File: config.mk
export PLATFORM = sky130hd
export DESIGN_NAME = mpu6050_motion
export DESIGN_NICKNAME = d
export VERILOG_FILES = /design/src/rtl/mpu6050_motion.sv
export SDC_FILE = /design/constraint.sdc
export NUM_CORES = 1
export LEC_CHECK = 0
export ABC_AREA = 1
export ABC_CLOCK_PERIOD_IN_PS = 12900
export CAP_MARGIN = 5
export CORE_ASPECT_RATIO = 0.8
export CORE_MARGIN = 2
export CORE_UTILIZATION = 25
export DETAILED_ROUTE_END_ITERATION = 8
export HOLD_SLACK_MARGIN = 0.08
export MAX_ROUTING_LAYER = met4
export PLACE_DENSITY = 0.47
export SYNTH_ARGS = -nofsm -noshare
export SYNTH_HDL_FRONTEND = slang
export SYNTH_SLANG_ARGS = --single-unit
File: constraint.sdc
create_clock -name MCLK -period 12.9 [get_ports MCLK]
set_clock_uncertainty 0.2 [all_clocks]
set_input_delay 3.225 -clock MCLK [delete_from_list [all_inputs] [get_ports MCLK]]
set_output_delay 3.225 -clock MCLK [all_outputs]
set_load 0.005 [all_outputs]
File: src/rtl/mpu6050_motion.sv
// mpu6050_motion: per-axis moving average, debounced shake pulse and tilt direction from raw accel samples.
// Latency: results registered 2 clock edges after the transfer edge; at most one sample per 3 cycles.
// Backpressure: SAMPLE_READY is low for the two processing cycles; VALID held meanwhile is not captured.
module mpu6050_motion #(
  parameter int AVG_LOG2  = 2,
  parameter int SHAKE_TH  = 4000,
  parameter int SHAKE_CNT = 3,
  parameter int TILT_TH   = 8000,
  parameter int HOLDOFF   = 25000000
) (
  input  logic               MCLK,
  input  logic               RESET,
  input  logic               SAMPLE_VALID,
  input  logic signed [15:0] ACCEL_X,
  input  logic signed [15:0] ACCEL_Y,
  input  logic signed [15:0] ACCEL_Z,
  output logic               SAMPLE_READY,
  output logic signed [15:0] AVG_X,
  output logic signed [15:0] AVG_Y,
  output logic signed [15:0] AVG_Z,
  output logic               AVG_VALID,
  output logic               SHAKE,
  output logic [1:0]         TILT_DIR
);

  localparam int DEPTH = 1 << AVG_LOG2;
  localparam int SW    = 16 + AVG_LOG2;
  localparam int FW    = AVG_LOG2 + 1;
  localparam int CW    = $clog2(SHAKE_CNT + 1);
  localparam int HW    = $clog2(HOLDOFF + 1);

  localparam logic [FW-1:0] FILL_FULL = FW'(DEPTH);
  localparam logic [CW-1:0] CNT_MAX   = CW'(SHAKE_CNT);
  localparam logic [HW-1:0] HOLD_LOAD = HW'(HOLDOFF);
  localparam logic [16:0]   SHAKE_LIM = 17'(SHAKE_TH);
  localparam logic [16:0]   TILT_LIM  = 17'(TILT_TH);

  typedef enum logic [1:0] {
    S_IDLE  = 2'd0,
    S_ACCUM = 2'd1,
    S_EVAL  = 2'd2
  } state_t;

  state_t state, state_nx;
  logic   take;

  // captured sample
  logic signed [15:0] in_x, in_y, in_z;

  // averaging window
  logic signed [15:0]   hist_x [DEPTH];
  logic signed [15:0]   hist_y [DEPTH];
  logic signed [15:0]   hist_z [DEPTH];
  logic signed [SW-1:0] sum_x, sum_y, sum_z;
  logic [AVG_LOG2-1:0]  ptr;
  logic [FW-1:0]        fill;
  logic                 full;
  logic signed [15:0]   mean_x, mean_y, mean_z;

  // shake detection
  logic signed [15:0] prev_x, prev_y, prev_z;
  logic               have_prev;
  logic [CW-1:0]      hit_cnt, cnt_hit, cnt_nx;
  logic [HW-1:0]      holdoff;
  logic [16:0]        dx, dy, dz;
  logic               hit, fire;

  // tilt
  logic [1:0]  tilt_nx;
  logic [16:0] mag_x, mag_y;

  function automatic logic [16:0] sx17(input logic [15:0] v);
    return {v[15], v};
  endfunction

  function automatic logic [16:0] abs17(input logic [16:0] v);
    return v[16] ? (~v + 17'd1) : v;
  endfunction

  // FSM state register
  always_ff @(posedge MCLK) begin
    if (!RESET) state <= S_IDLE;
    else        state <= state_nx;
  end

  // next-state: accept in IDLE, then one ACCUM and one EVAL cycle, never stalls
  always_comb begin
    state_nx = state;
    take     = 1'b0;
    case (state)
      S_IDLE: begin
        if (SAMPLE_VALID) begin
          take     = 1'b1;
          state_nx = S_ACCUM;
        end
      end
      S_ACCUM: state_nx = S_EVAL;
      S_EVAL:  state_nx = S_IDLE;
      default: state_nx = S_IDLE;
    endcase
  end

  // READY registered from the next state so it tracks IDLE exactly
  always_ff @(posedge MCLK) begin
    if (!RESET) SAMPLE_READY <= 1'b1;
    else        SAMPLE_READY <= (state_nx == S_IDLE);
  end

  // capture the raw sample on transfer
  always_ff @(posedge MCLK) begin
    if (!RESET) begin
      in_x <= '0;
      in_y <= '0;
      in_z <= '0;
    end else if (take) begin
      in_x <= ACCEL_X;
      in_y <= ACCEL_Y;
      in_z <= ACCEL_Z;
    end
  end

  // window update in ACCUM: swap oldest for newest, keep running sum and fill level
  always_ff @(posedge MCLK) begin
    if (!RESET) begin
      for (int i = 0; i < DEPTH; i++) begin
        hist_x[i] <= '0;
        hist_y[i] <= '0;
        hist_z[i] <= '0;
      end
      sum_x <= '0;
      sum_y <= '0;
      sum_z <= '0;
      ptr   <= '0;
      fill  <= '0;
    end else if (state == S_ACCUM) begin
      sum_x       <= sum_x + SW'(in_x) - SW'(hist_x[ptr]);
      sum_y       <= sum_y + SW'(in_y) - SW'(hist_y[ptr]);
      sum_z       <= sum_z + SW'(in_z) - SW'(hist_z[ptr]);
      hist_x[ptr] <= in_x;
      hist_y[ptr] <= in_y;
      hist_z[ptr] <= in_z;
      ptr         <= ptr + AVG_LOG2'(1);
      if (fill != FILL_FULL) fill <= fill + FW'(1);
    end
  end

  // averages are the sum's upper 16 bits, i.e. an arithmetic shift (floor)
  always_comb begin
    full   = (fill == FILL_FULL);
    mean_x = sum_x[SW-1:AVG_LOG2];
    mean_y = sum_y[SW-1:AVG_LOG2];
    mean_z = sum_z[SW-1:AVG_LOG2];
  end

  // shake decision: 17-bit deltas, strict threshold, saturating run counter gated by holdoff
  always_comb begin
    dx = have_prev ? (sx17(in_x) - sx17(prev_x)) : 17'd0;
    dy = have_prev ? (sx17(in_y) - sx17(prev_y)) : 17'd0;
    dz = have_prev ? (sx17(in_z) - sx17(prev_z)) : 17'd0;
    hit = (abs17(dx) > SHAKE_LIM) || (abs17(dy) > SHAKE_LIM) || (abs17(dz) > SHAKE_LIM);
    cnt_hit = '0;
    if (hit) cnt_hit = (hit_cnt >= CNT_MAX) ? CNT_MAX : (hit_cnt + CW'(1));
    fire   = (cnt_hit == CNT_MAX) && (holdoff == '0);
    cnt_nx = fire ? '0 : cnt_hit;
  end

  // shake state: previous sample, run counter, free-running holdoff countdown and the pulse
  always_ff @(posedge MCLK) begin
    if (!RESET) begin
      prev_x    <= '0;
      prev_y    <= '0;
      prev_z    <= '0;
      have_prev <= 1'b0;
      hit_cnt   <= '0;
      holdoff   <= '0;
      SHAKE     <= 1'b0;
    end else begin
      SHAKE <= 1'b0;
      if (holdoff != '0) holdoff <= holdoff - HW'(1);
      if (state == S_EVAL) begin
        prev_x    <= in_x;
        prev_y    <= in_y;
        prev_z    <= in_z;
        have_prev <= 1'b1;
        hit_cnt   <= cnt_nx;
        if (fire) begin
          SHAKE   <= 1'b1;
          holdoff <= HOLD_LOAD;
        end
      end
    end
  end

  // tilt from the fresh averages: X wins over Y, magnitude compared in 17 bits
  always_comb begin
    mag_x = abs17(sx17(mean_x));
    mag_y = abs17(sx17(mean_y));
    if (mag_x > TILT_LIM)      tilt_nx = mean_x[15] ? 2'b10 : 2'b01;
    else if (mag_y > TILT_LIM) tilt_nx = 2'b11;
    else                       tilt_nx = 2'b00;
  end

  // publish averages and tilt in EVAL once the window is full
  always_ff @(posedge MCLK) begin
    if (!RESET) begin
      AVG_X     <= '0;
      AVG_Y     <= '0;
      AVG_Z     <= '0;
      AVG_VALID <= 1'b0;
      TILT_DIR  <= 2'b00;
    end else begin
      AVG_VALID <= 1'b0;
      if (state == S_EVAL && full) begin
        AVG_X     <= mean_x;
        AVG_Y     <= mean_y;
        AVG_Z     <= mean_z;
        AVG_VALID <= 1'b1;
        TILT_DIR  <= tilt_nx;
      end
    end
  end

endmodule

==> impl_table.tex, run 1 <==
\begin{tabular}{lr}
\hline
Metric & Value \\
\hline
\multicolumn{2}{l}{\textbf{STA}} \\
\# setup viols final & 0 \\
Number of max-slew violations in the final report & 0 \\
Remaining max-slew budget at the tightest pin & 0.2065 \\
Post-route fraction of the period consumed by the critical path & 0.4938 \\
Highest achievable clock rate & 157.0 MHz \\
Aggregate negative setup slack & 0 ns \\
Transition at the pin with the smallest max-transition slack & 1.186 ns \\
Final hold violations & 0 \\
RSZ-0062 raised after global routing & no \\
Hold slack & 0.2577 ns \\
Final Critical Period & 6.371 ns \\
\multicolumn{2}{l}{\textbf{Critical path}} \\
Worst R2R Path Depth & 23 \\
Crit path capture & hist\_z[0][2]\$\_SDFFCE\_PN0P\_ \\
List of cells traversed by the critical path & buf\_4 -> inv\_1 -> nor2\_2 -> buf\_4 -> inv\_2 -> nor2\_1 -> nand2\_2 -> nand2\_2 -> buf\_4 \\
Most prevalent standard cell on the critical path & sky130\_fd\_sc\_hd\_\_buf\_4 \\
Max Fanout on Critical Path & 49 \\
Critical path launch point & RESET \\
Critical-path top delay cell & sky130\_fd\_sc\_hd\_\_nand2\_2 \\
Worst Path Class, Setup & in2reg \\
Setup crit end kind & flip-flop \\
Kind of start point of the critical path & primary input \\
Endpoint of the worst register-to-register path & sum\_x[16]\$\_SDFFE\_PN0P\_ \\
Delay contributed by the slowest stage of the critical path & 0.69 ns \\
Crit path arrival time & 6.36 ns \\
Data required time at the worst endpoint & 12.89 ns \\
Slack of the worst reg-to-reg path & 7.31 ns \\
\multicolumn{2}{l}{\textbf{Synth}} \\
Top cell type by total area after synthesis & sky130\_fd\_sc\_hd\_\_edfxtp\_1 \\
Syn\_nets & 3551 \\
Post-synth EDFFs & 192 \\
Async S/R FF share, synth & 0 \\
Instance count of the mapped netlist & 3335 \\
Distinct cells, synth & 54 \\
Fraction of post-synthesis cell area in the top cell type by area & 0.2269 \\
YS warnings & 0 \\
\#FFs+latches synth & 432 \\
Post-synthesis average cell area & 7.618 um\^{}2 \\
Register area share after synthesis & 0.4161 \\
Primary flip-flop cell chosen by synthesis mapping & sky130\_fd\_sc\_hd\_\_dfxtp\_1 \\
Summed instance area of the synthesized netlist & 25410 um\^{}2 \\
Synth area leaders & sky130\_fd\_sc\_hd\_\_edfxtp\_1 23\%, sky130\_fd\_sc\_hd\_\_dfxtp\_1 19\%, sky130\_fd\_sc\_hd\_\_inv\_1 8.1\%, sky130\_fd\_sc\_hd\_\_nand2\_1 8.1\%, sky130\_fd\_sc\_hd\_\_nor2\_1 6.9\% \\
\multicolumn{2}{l}{\textbf{Power}} \\
Max rail drop VDD & 0.1081 mV \\
Net Sw Frac & 0.3616 \\
Part of the power in combinational logic & 0.340 \\
Internal power component & 2.804 mW \\
Net switching component of the power & 1.588 mW \\
Proportion of power drawn by the clock network & 0.296 \\
Leakage power summed over all cells & 12.65 nW \\
Flop pwr share & 0.364 \\
Power density over the cells & 150.4 nW/um\^{}2 \\
Total Power & 4.392 mW \\
\multicolumn{2}{l}{\textbf{Clocking}} \\
Root cell of the clock tree & sky130\_fd\_sc\_hd\_\_clkbuf\_16 \\
Hold bufs inserted after CTS & 0 \\
CTS tree & yes \\
Number of buffers inserted to repair setup after CTS & 0 \\
Worst-Skew Late Latency & 0.57 ns \\
CTS-repair resized insts & 0 \\
Clk slew on worst S/H paths & 0.06 ns \\
Number of buffers created by CTS & 44 \\
Maximum number of buffers from clock root to sink & 3 \\
Clk sinks & 432 \\
Deepest level of the CTS H-tree & 2 \\
\multicolumn{2}{l}{\textbf{Final layout}} \\
Area growth syn-to-layout & 14.96\% \\
Ratio of cells with drive above 1 in the final layout & 0.04627 \\
Total Nets Final & 3598 \\
\multicolumn{2}{l}{\textbf{Global routing}} \\
Maximum number of pins on one net before global-route repair & 81 \\
Global-route wire length before repair & 116.2 mm \\
Total routing usage reported by global routing & 0.1456 \\
Antenna violations before repair & 6 \\
Via count of the first global-routing pass & 20020 \\
Grt total ovfl & 0 \\
\multicolumn{2}{l}{\textbf{Min path}} \\
Class of the most critical hold timing path & reg2reg \\
\multicolumn{2}{l}{\textbf{Floorplan}} \\
Die height & 289.1 um \\
Starting density of the core & 0.2522 \\
Boundary pin count & 104 \\
Total Die Area & 104200 um\^{}2 \\
Standard-cell rows & 104 \\
Die Wd & 360.4 um \\
Core Box Area & 100700 um\^{}2 \\
\multicolumn{2}{l}{\textbf{Drt}} \\
Length of the first detailed-routing pass in iterations & 5 \\
Total Wirelength & 74.92 mm \\
Total via count in the routed design & 21220 \\
Count of unresolved DRC violations after routing & 0 \\
Antenna-violating nets left & 0 \\
DR WL/cell & 15.80 um \\
DRC violation total after the first TritonRoute iteration & 1418 \\
Vias/cell & 4.475 \\
\multicolumn{2}{l}{\textbf{Place}} \\
Global placement routability congestion & 0.8304 \\
Total of buffers placed on input and output ports & 103 \\
Hpwl dp & 53.06 mm \\
\multicolumn{2}{l}{\textbf{Job}} \\
Number of max-capacitance violations reported & 0 \\
\multicolumn{2}{l}{\textbf{Status}} \\
Status & complete, no violations \\
\hline
\end{tabular}
-- routing by layer --
| metal | global-route usage | share of wire | routed length [um] |
|---|---|---|---|
| met1 | 0.2109 | 0.51 | 38340 |
| met2 | 0.2187 | 0.42 | 31650 |
| met3 | 0.01869 | 0.052 | 3921 |
| met4 | 0.02416 | 0.014 | 1015 |
| met5 | - | 0 | 0 |
-- worst max-delay path, delay by kind of cell --
kind                   cells  cell delay [ns]
buffers and inverters      5             1.79
and+or+nand+nor            4             1.27
-- stage by stage --
step	instance area (um^2)	utilization	worst slack (ns)	cells
after detailed placement	27790	0.2759	5.943	4661
after floorplan	25410	-	6.640	3335
after CTS	29200	0.2899	6.536	4740
final	29210	0.2900	6.529	4742
after global placement	27790	0.2759	5.966	4661
after global routing	29210	0.2900	6.287	4742
-- power groups by stage --
stage | logic (mW) | clock network [mW] | registers [mW]
2_1_floorplan | 1.14 | 0 | 1.61
3_3_place_gp | 1.49 | 0 | 1.63
3_5_place_dp | 1.49 | 0 | 1.63
4_1_cts | 1.50 | 1.33 | 1.60
5_1_grt | 1.72 | 1.39 | 1.61
6_report | 1.49 | 1.30 | 1.60
-- cell families after synthesis --
family	Yosys count	synth area share
AO/OA/AOI/OAI	698	0.1471
flip-flops	432	0.4161
XOR/XNOR	61	0.02103
AND/OR/NAND/NOR	1296	0.2148
buffers and inverters	683	0.1038
adder cells (fa/ha/maj)	165	0.09722
-- worst min path at each step --
stage                              endpoint  cells past startpoint                    start
floorplan           prev_x[10]$_SDFFE_PN0P_                      2  prev_x[10]$_SDFFE_PN0P_
global placement     prev_y[2]$_SDFFE_PN0P_                      2   prev_y[2]$_SDFFE_PN0P_
detailed placement   prev_y[3]$_SDFFE_PN0P_                      2   prev_y[3]$_SDFFE_PN0P_
CTS                  prev_y[2]$_SDFFE_PN0P_                      2   prev_y[2]$_SDFFE_PN0P_
global route         prev_y[3]$_SDFFE_PN0P_                      2   prev_y[3]$_SDFFE_PN0P_
finish               prev_y[2]$_SDFFE_PN0P_                      2   prev_y[2]$_SDFFE_PN0P_
-- flip-flops by register name, summed over array words and instances, names as in the netlist, 18 cells and up, named ones only --
register / flops
holdoff: 25
sum_y: 18
sum_z: 18
sum_x: 18
hist_z: 64
hist_x: 64
hist_y: 64
-- placed cells by master (no fill, tap or decap), types with 4 or more instances in the layout --
cell	n
sky130_fd_sc_hd__nand4_1	27
sky130_fd_sc_hd__o21ai_0	288
sky130_fd_sc_hd__nor3_1	25
sky130_fd_sc_hd__inv_2	9
sky130_fd_sc_hd__clkinv_2	6
sky130_fd_sc_hd__or2_2	7
sky130_fd_sc_hd__fa_1	54
sky130_fd_sc_hd__edfxtp_1	192
sky130_fd_sc_hd__xnor2_1	28
sky130_fd_sc_hd__nand2_1	542
sky130_fd_sc_hd__clkdlybuf4s50_1	102
sky130_fd_sc_hd__nand3b_1	18
sky130_fd_sc_hd__xor2_1	33
sky130_fd_sc_hd__dfxtp_1	238
sky130_fd_sc_hd__nor2_2	10
sky130_fd_sc_hd__nand3_2	12
sky130_fd_sc_hd__o22ai_1	87
sky130_fd_sc_hd__a31oi_1	5
sky130_fd_sc_hd__buf_4	23
sky130_fd_sc_hd__clkbuf_8	5
sky130_fd_sc_hd__a21oi_1	269
sky130_fd_sc_hd__a21boi_0	5
sky130_fd_sc_hd__o31ai_1	6
sky130_fd_sc_hd__nand3_1	154
sky130_fd_sc_hd__nand2_2	14
sky130_fd_sc_hd__clkbuf_16	45
sky130_fd_sc_hd__inv_1	549
sky130_fd_sc_hd__a21oi_2	4
sky130_fd_sc_hd__o21bai_1	10
sky130_fd_sc_hd__nor4_1	6
sky130_fd_sc_hd__a32oi_1	4
sky130_fd_sc_hd__nor2_1	466
sky130_fd_sc_hd__clkbuf_1	11
sky130_fd_sc_hd__ha_1	111
-- synthesized netlist by cell type (6+ instances only) --
master	instances
sky130_fd_sc_hd__o31ai_1	7
sky130_fd_sc_hd__nand3_2	12
sky130_fd_sc_hd__nor3_1	25
sky130_fd_sc_hd__nand2_2	12
sky130_fd_sc_hd__o21ai_0	290
sky130_fd_sc_hd__o22ai_1	87
sky130_fd_sc_hd__or2_2	7
sky130_fd_sc_hd__inv_1	551
sky130_fd_sc_hd__clkbuf_1	108
sky130_fd_sc_hd__edfxtp_1	192
sky130_fd_sc_hd__fa_1	54
sky130_fd_sc_hd__nand4_1	27
sky130_fd_sc_hd__nand3b_1	18
sky130_fd_sc_hd__xnor2_1	28
sky130_fd_sc_hd__a21oi_1	269
sky130_fd_sc_hd__nand3_1	154
sky130_fd_sc_hd__nor2_2	9
sky130_fd_sc_hd__ha_1	111
sky130_fd_sc_hd__nor2_1	468
sky130_fd_sc_hd__o21bai_1	10
sky130_fd_sc_hd__dfxtp_1	240
sky130_fd_sc_hd__nand2_1	545
sky130_fd_sc_hd__xor2_1	33
sky130_fd_sc_hd__nor4_1	6
-- final cells by class --
| type | count | area [um^2] |
|---|---|---|
| clock inverters | 17 | 167.7 |
| diodes | 2 | 5.005 |
| flip-flops and latches | 432 | 10580 |
| fillers | 10980 | 71510 |
| well taps | 1325 | 1658 |
| clock buffers | 62 | 1244 |
| multi-input cells | 2220 | 12260 |
| inverters | 559 | 2107 |
| repair buffers | 125 | 1194 |
Note: power is estimated with default switching activity, not from simulation.
==> run 2, diff against run 1 <==
--- a/config.mk
+++ b/config.mk
@@ -6,7 +6,7 @@
 export NUM_CORES = 1
 export LEC_CHECK = 0
 export ABC_AREA = 1
-export ABC_CLOCK_PERIOD_IN_PS = 12900
+export ABC_CLOCK_PERIOD_IN_PS = 6550
 export CAP_MARGIN = 5
 export CORE_ASPECT_RATIO = 0.8
 export CORE_MARGIN = 2
==> constraint.sdc (replaced) <==
create_clock -name MCLK -period 6.55 [get_ports MCLK]
set_clock_uncertainty 0.2 [all_clocks]
set_input_delay 1.6375 -clock MCLK [delete_from_list [all_inputs] [get_ports MCLK]]
set_output_delay 1.6375 -clock MCLK [all_outputs]
set_load 0.005 [all_outputs]
==> run 2 against run 1 <==
Effect of this change:
- clock power up 110%
- critical endpoint is now sum_z[14]$_SDFFE_PN0P_
- total power grew 100%
- final area increased by 0.48%
- largest power group unchanged
- worst setup slack got worse by 4.8 ns
- routed wire length about the same
- sequential cell count did not move
- core utilization increased by 0.14 points
==> impl_table.tex, run 2 (same netlist as run 1, synthesis figures left out) <==
\begin{tabular}{lr}
\hline
Metric & Value \\
\hline
\multicolumn{2}{l}{\textbf{Final layout}} \\
Most frequent cells in the layout & 547 x sky130\_fd\_sc\_hd\_\_inv\_1, 542 x sky130\_fd\_sc\_hd\_\_nand2\_1, 466 x sky130\_fd\_sc\_hd\_\_nor2\_1, 288 x sky130\_fd\_sc\_hd\_\_o21ai\_0, 269 x sky130\_fd\_sc\_hd\_\_a21oi\_1 (was 549 x sky130\_fd\_sc\_hd\_\_inv\_1, 542 x sky130\_fd\_sc\_hd\_\_nand2\_1, 466 x sky130\_fd\_sc\_hd\_\_nor2\_1, 288 x sky130\_fd\_sc\_hd\_\_o21ai\_0, 269 x sky130\_fd\_sc\_hd\_\_a21oi\_1) \\
Non-filler cells, final & 4748 (was 4742) \\
Ratio of cells with drive above 1 in the final layout & 0.04793 (was 0.04627) \\
Most frequent standard cell in the layout excluding fill and tap cells & sky130\_fd\_sc\_hd\_\_inv\_1 (unchanged) \\
Area growth syn-to-layout & 15.52\% (was 14.96\%) \\
Total Nets Final & 3602 (was 3598) \\
Regs by FF count & hist\_x: 64 flops, hist\_y: 64 flops, hist\_z: 64 flops (unchanged) \\
Layout Cell Area excl Fill & 29350 um\^{}2 (was 29210 um\^{}2) \\
\multicolumn{2}{l}{\textbf{Floorplan}} \\
Die Wd & 360.4 um (unchanged) \\
Standard-cell rows & 104 (unchanged) \\
Boundary pin count & 104 (unchanged) \\
Total Die Area & 104200 um\^{}2 (unchanged) \\
Starting density of the core & 0.2522 (unchanged) \\
Core Box Area & 100700 um\^{}2 (unchanged) \\
Die height & 289.1 um (unchanged) \\
\multicolumn{2}{l}{\textbf{Min path}} \\
Cell count of the worst hold path & 2 (unchanged) \\
Worst hold path endpoint & prev\_x[3]\$\_SDFFE\_PN0P\_ (was prev\_y[2]\$\_SDFFE\_PN0P\_) \\
Class of the most critical hold timing path & reg2reg (unchanged) \\
Critical hold path startpoint & prev\_x[3]\$\_SDFFE\_PN0P\_ (was prev\_y[2]\$\_SDFFE\_PN0P\_) \\
\multicolumn{2}{l}{\textbf{Drt}} \\
Vias/cell & 4.463 (was 4.475) \\
Count of unresolved DRC violations after routing & 0 (unchanged) \\
DRC violation total after the first TritonRoute iteration & 1565 (was 1418) \\
DR WL/cell & 15.79 um (was 15.80 um) \\
Length of the first detailed-routing pass in iterations & 6 (was 5) \\
Total via count in the routed design & 21190 (was 21220) \\
Total Wirelength & 74.96 mm (was 74.92 mm) \\
Antenna-violating nets left & 0 (unchanged) \\
\multicolumn{2}{l}{\textbf{Place}} \\
Hpwl dp & 53.71 mm (was 53.06 mm) \\
Global placement routability congestion & 0.8551 (was 0.8304) \\
Number of cells in the design after placement & 4665 (was 4661) \\
Total of buffers placed on input and output ports & 103 (unchanged) \\
Placed Area & 27830 um\^{}2 (was 27790 um\^{}2) \\
\multicolumn{2}{l}{\textbf{Global routing}} \\
Grt total ovfl & 0 (unchanged) \\
Antenna violations before repair & 4 (was 6) \\
Global-route wire length before repair & 117.2 mm (was 116.2 mm) \\
Maximum number of pins on one net before global-route repair & 91 (was 81) \\
Via count of the first global-routing pass & 19960 (was 20020) \\
Total routing usage reported by global routing & 0.1465 (was 0.1456) \\
\multicolumn{2}{l}{\textbf{Critical path}} \\
Setup crit end kind & flip-flop (unchanged) \\
Worst R2R Path Depth & 24 (was 23) \\
Kind of start point of the critical path & flip-flop (was primary input) \\
Crit path arrival time & 5.09 ns (was 6.36 ns) \\
Slack of the worst reg-to-reg path & 1.71 ns (was 7.31 ns) \\
Max Fanout on Critical Path & 42 (was 49) \\
Worst Path Class, Setup & reg2reg (was in2reg) \\
Data required time at the worst endpoint & 6.80 ns (was 12.89 ns) \\
Endpoint of the worst register-to-register path & sum\_z[14]\$\_SDFFE\_PN0P\_ (was sum\_x[16]\$\_SDFFE\_PN0P\_) \\
\multicolumn{2}{l}{\textbf{STA}} \\
Highest achievable clock rate & 206.8 MHz \\
Number of max-slew violations in the final report & 0 (unchanged) \\
Aggregate negative setup slack & 0 ns (unchanged) \\
Final Critical Period & 4.836 ns \\
Post-route fraction of the period consumed by the critical path & 0.7383 \\
Remaining max-slew budget at the tightest pin & 0.4186 (was 0.2065) \\
Transition at the pin with the smallest max-transition slack & 0.8721 ns (was 1.186 ns) \\
Final hold violations & 0 (unchanged) \\
\# setup viols final & 0 (unchanged) \\
RSZ-0062 raised after global routing & no (unchanged) \\
\multicolumn{2}{l}{\textbf{Clocking}} \\
Number of buffers created by CTS & 44 (unchanged) \\
Worst-Skew Late Latency & 0.58 ns (was 0.57 ns) \\
Root cell of the clock tree & sky130\_fd\_sc\_hd\_\_clkbuf\_16 (unchanged) \\
CTS-repair resized insts & 0 (unchanged) \\
CTS tree & yes (unchanged) \\
Clk sinks & 432 (unchanged) \\
Clk slew on worst S/H paths & 0.07 ns (was 0.06 ns) \\
Hold bufs inserted after CTS & 0 (unchanged) \\
Deepest level of the CTS H-tree & 2 (unchanged) \\
Number of buffers inserted to repair setup after CTS & 0 (unchanged) \\
Maximum number of buffers from clock root to sink & 3 (unchanged) \\
\multicolumn{2}{l}{\textbf{Power}} \\
Leakage power summed over all cells & 12.71 nW (was 12.65 nW) \\
Max rail drop VDD & 0.2194 mV (was 0.1081 mV) \\
Power density over the cells & 300.0 nW/um\^{}2 (was 150.4 nW/um\^{}2) \\
\multicolumn{2}{l}{\textbf{Status}} \\
Status & complete, no violations (unchanged) \\
\multicolumn{2}{l}{\textbf{Job}} \\
Number of max-capacitance violations reported & 0 (unchanged) \\
\hline
\end{tabular}
[run 2: changes by cell type in the layout (fill, tap and decap cells not counted), sizes merged]
cell,delta
buf,+4
diode,-1
clkinvlp,-1
clkinv,+2
inv,-2
bufinv,+3
clkbuf,+1
[run 2: worst max path at each step]
stage / slack, ns / end / cells past startpoint / start
2_1_floorplan: 1.63 / hist_x[3][0]$_DFFE_PP_ / 4 / state[0]$_SDFF_PN0_
3_3_place_gp: 1.84 / sum_x[16]$_SDFFE_PN0P_ / 19 / flip-flop
3_5_place_dp: 1.77 / sum_z[14]$_SDFFE_PN0P_ / 24 / flip-flop
4_1_cts: 1.73 / sum_z[14]$_SDFFE_PN0P_ / 24 / flip-flop
5_1_grt: 1.18 / sum_z[14]$_SDFFE_PN0P_ / 24 / flip-flop
6_report: 1.71 / sum_z[14]$_SDFFE_PN0P_ / 24 / flip-flop
[run 2: worst max-delay path, cell delays in order, from the launching register on]
cell and delay (ns):
sky130_fd_sc_hd__dfxtp_4 0.35, sky130_fd_sc_hd__inv_2 0.54, sky130_fd_sc_hd__buf_4 0.45, sky130_fd_sc_hd__o21ai_0 0.13
sky130_fd_sc_hd__o22ai_1 0.19, sky130_fd_sc_hd__ha_1 0.27, sky130_fd_sc_hd__inv_1 0.05, sky130_fd_sc_hd__ha_1 0.20
sky130_fd_sc_hd__inv_1 0.07, sky130_fd_sc_hd__fa_1 0.40, sky130_fd_sc_hd__nand3b_1 0.17, sky130_fd_sc_hd__nand2_1 0.09
sky130_fd_sc_hd__nand2_1 0.06, sky130_fd_sc_hd__inv_1 0.06, sky130_fd_sc_hd__or2_2 0.10, sky130_fd_sc_hd__a21oi_1 0.08
sky130_fd_sc_hd__o21ai_0 0.28, sky130_fd_sc_hd__nand2_1 0.13, sky130_fd_sc_hd__nand2_1 0.09, sky130_fd_sc_hd__a21oi_1 0.09
sky130_fd_sc_hd__o21a_1 0.21, sky130_fd_sc_hd__o21ai_0 0.28, sky130_fd_sc_hd__nand2_1 0.08, sky130_fd_sc_hd__nand2_1 0.06
sky130_fd_sc_hd__o22ai_1 0.06
[run 2: area by class of cell]
| type | count | area (um^2) |
|---|---|---|
| fillers | 10970 | 71370 |
| multi-input cells | 2220 | 12260 |
| flip-flops and latches | 432 | 10580 |
| inverters | 559 | 2107 |
| well taps | 1325 | 1658 |
| clock buffers | 63 | 1247 |
| repair buffers | 129 | 1236 |
| clock inverters | 19 | 265.3 |
| diodes | 1 | 2.502 |
[run 2: routing by layer]
| layer | wire length, um | vias up | track usage | part of all wire |
|---|---|---|---|---|
| met3 | 3026 | 67 | 0.01801 | 0.040 |
| li1 | - | 10960 | - | - |
| met2 | 31960 | 398 | 0.2204 | 0.43 |
| met5 | 0 | - | - | 0 |
| met4 | 990 | 0 | 0.02280 | 0.013 |
| met1 | 38980 | 9759 | 0.2130 | 0.52 |
[run 2: power breakdown]
group / internal (mW) / switching (mW)
logic: 1.06 / 1.89
registers: 3.02 / 0.127
clock network: 1.57 / 1.13
total: 5.65 / 3.15
[run 2: stage by stage]
stage | total power, mW | hold WS, ns | setup WS [ns] | utilization
final | 8.805 | 0.2574 | 1.714 | 0.2914
after global routing | 9.456 | 0.2713 | 1.175 | 0.2914
after CTS | 8.887 | 0.2597 | 1.727 | 0.2914
after detailed placement | 6.150 | 0.2512 | 1.771 | 0.2763
after global placement | 6.156 | 0.2450 | 1.840 | 0.2763
after floorplan | 5.431 | 0.2331 | 1.633 | -
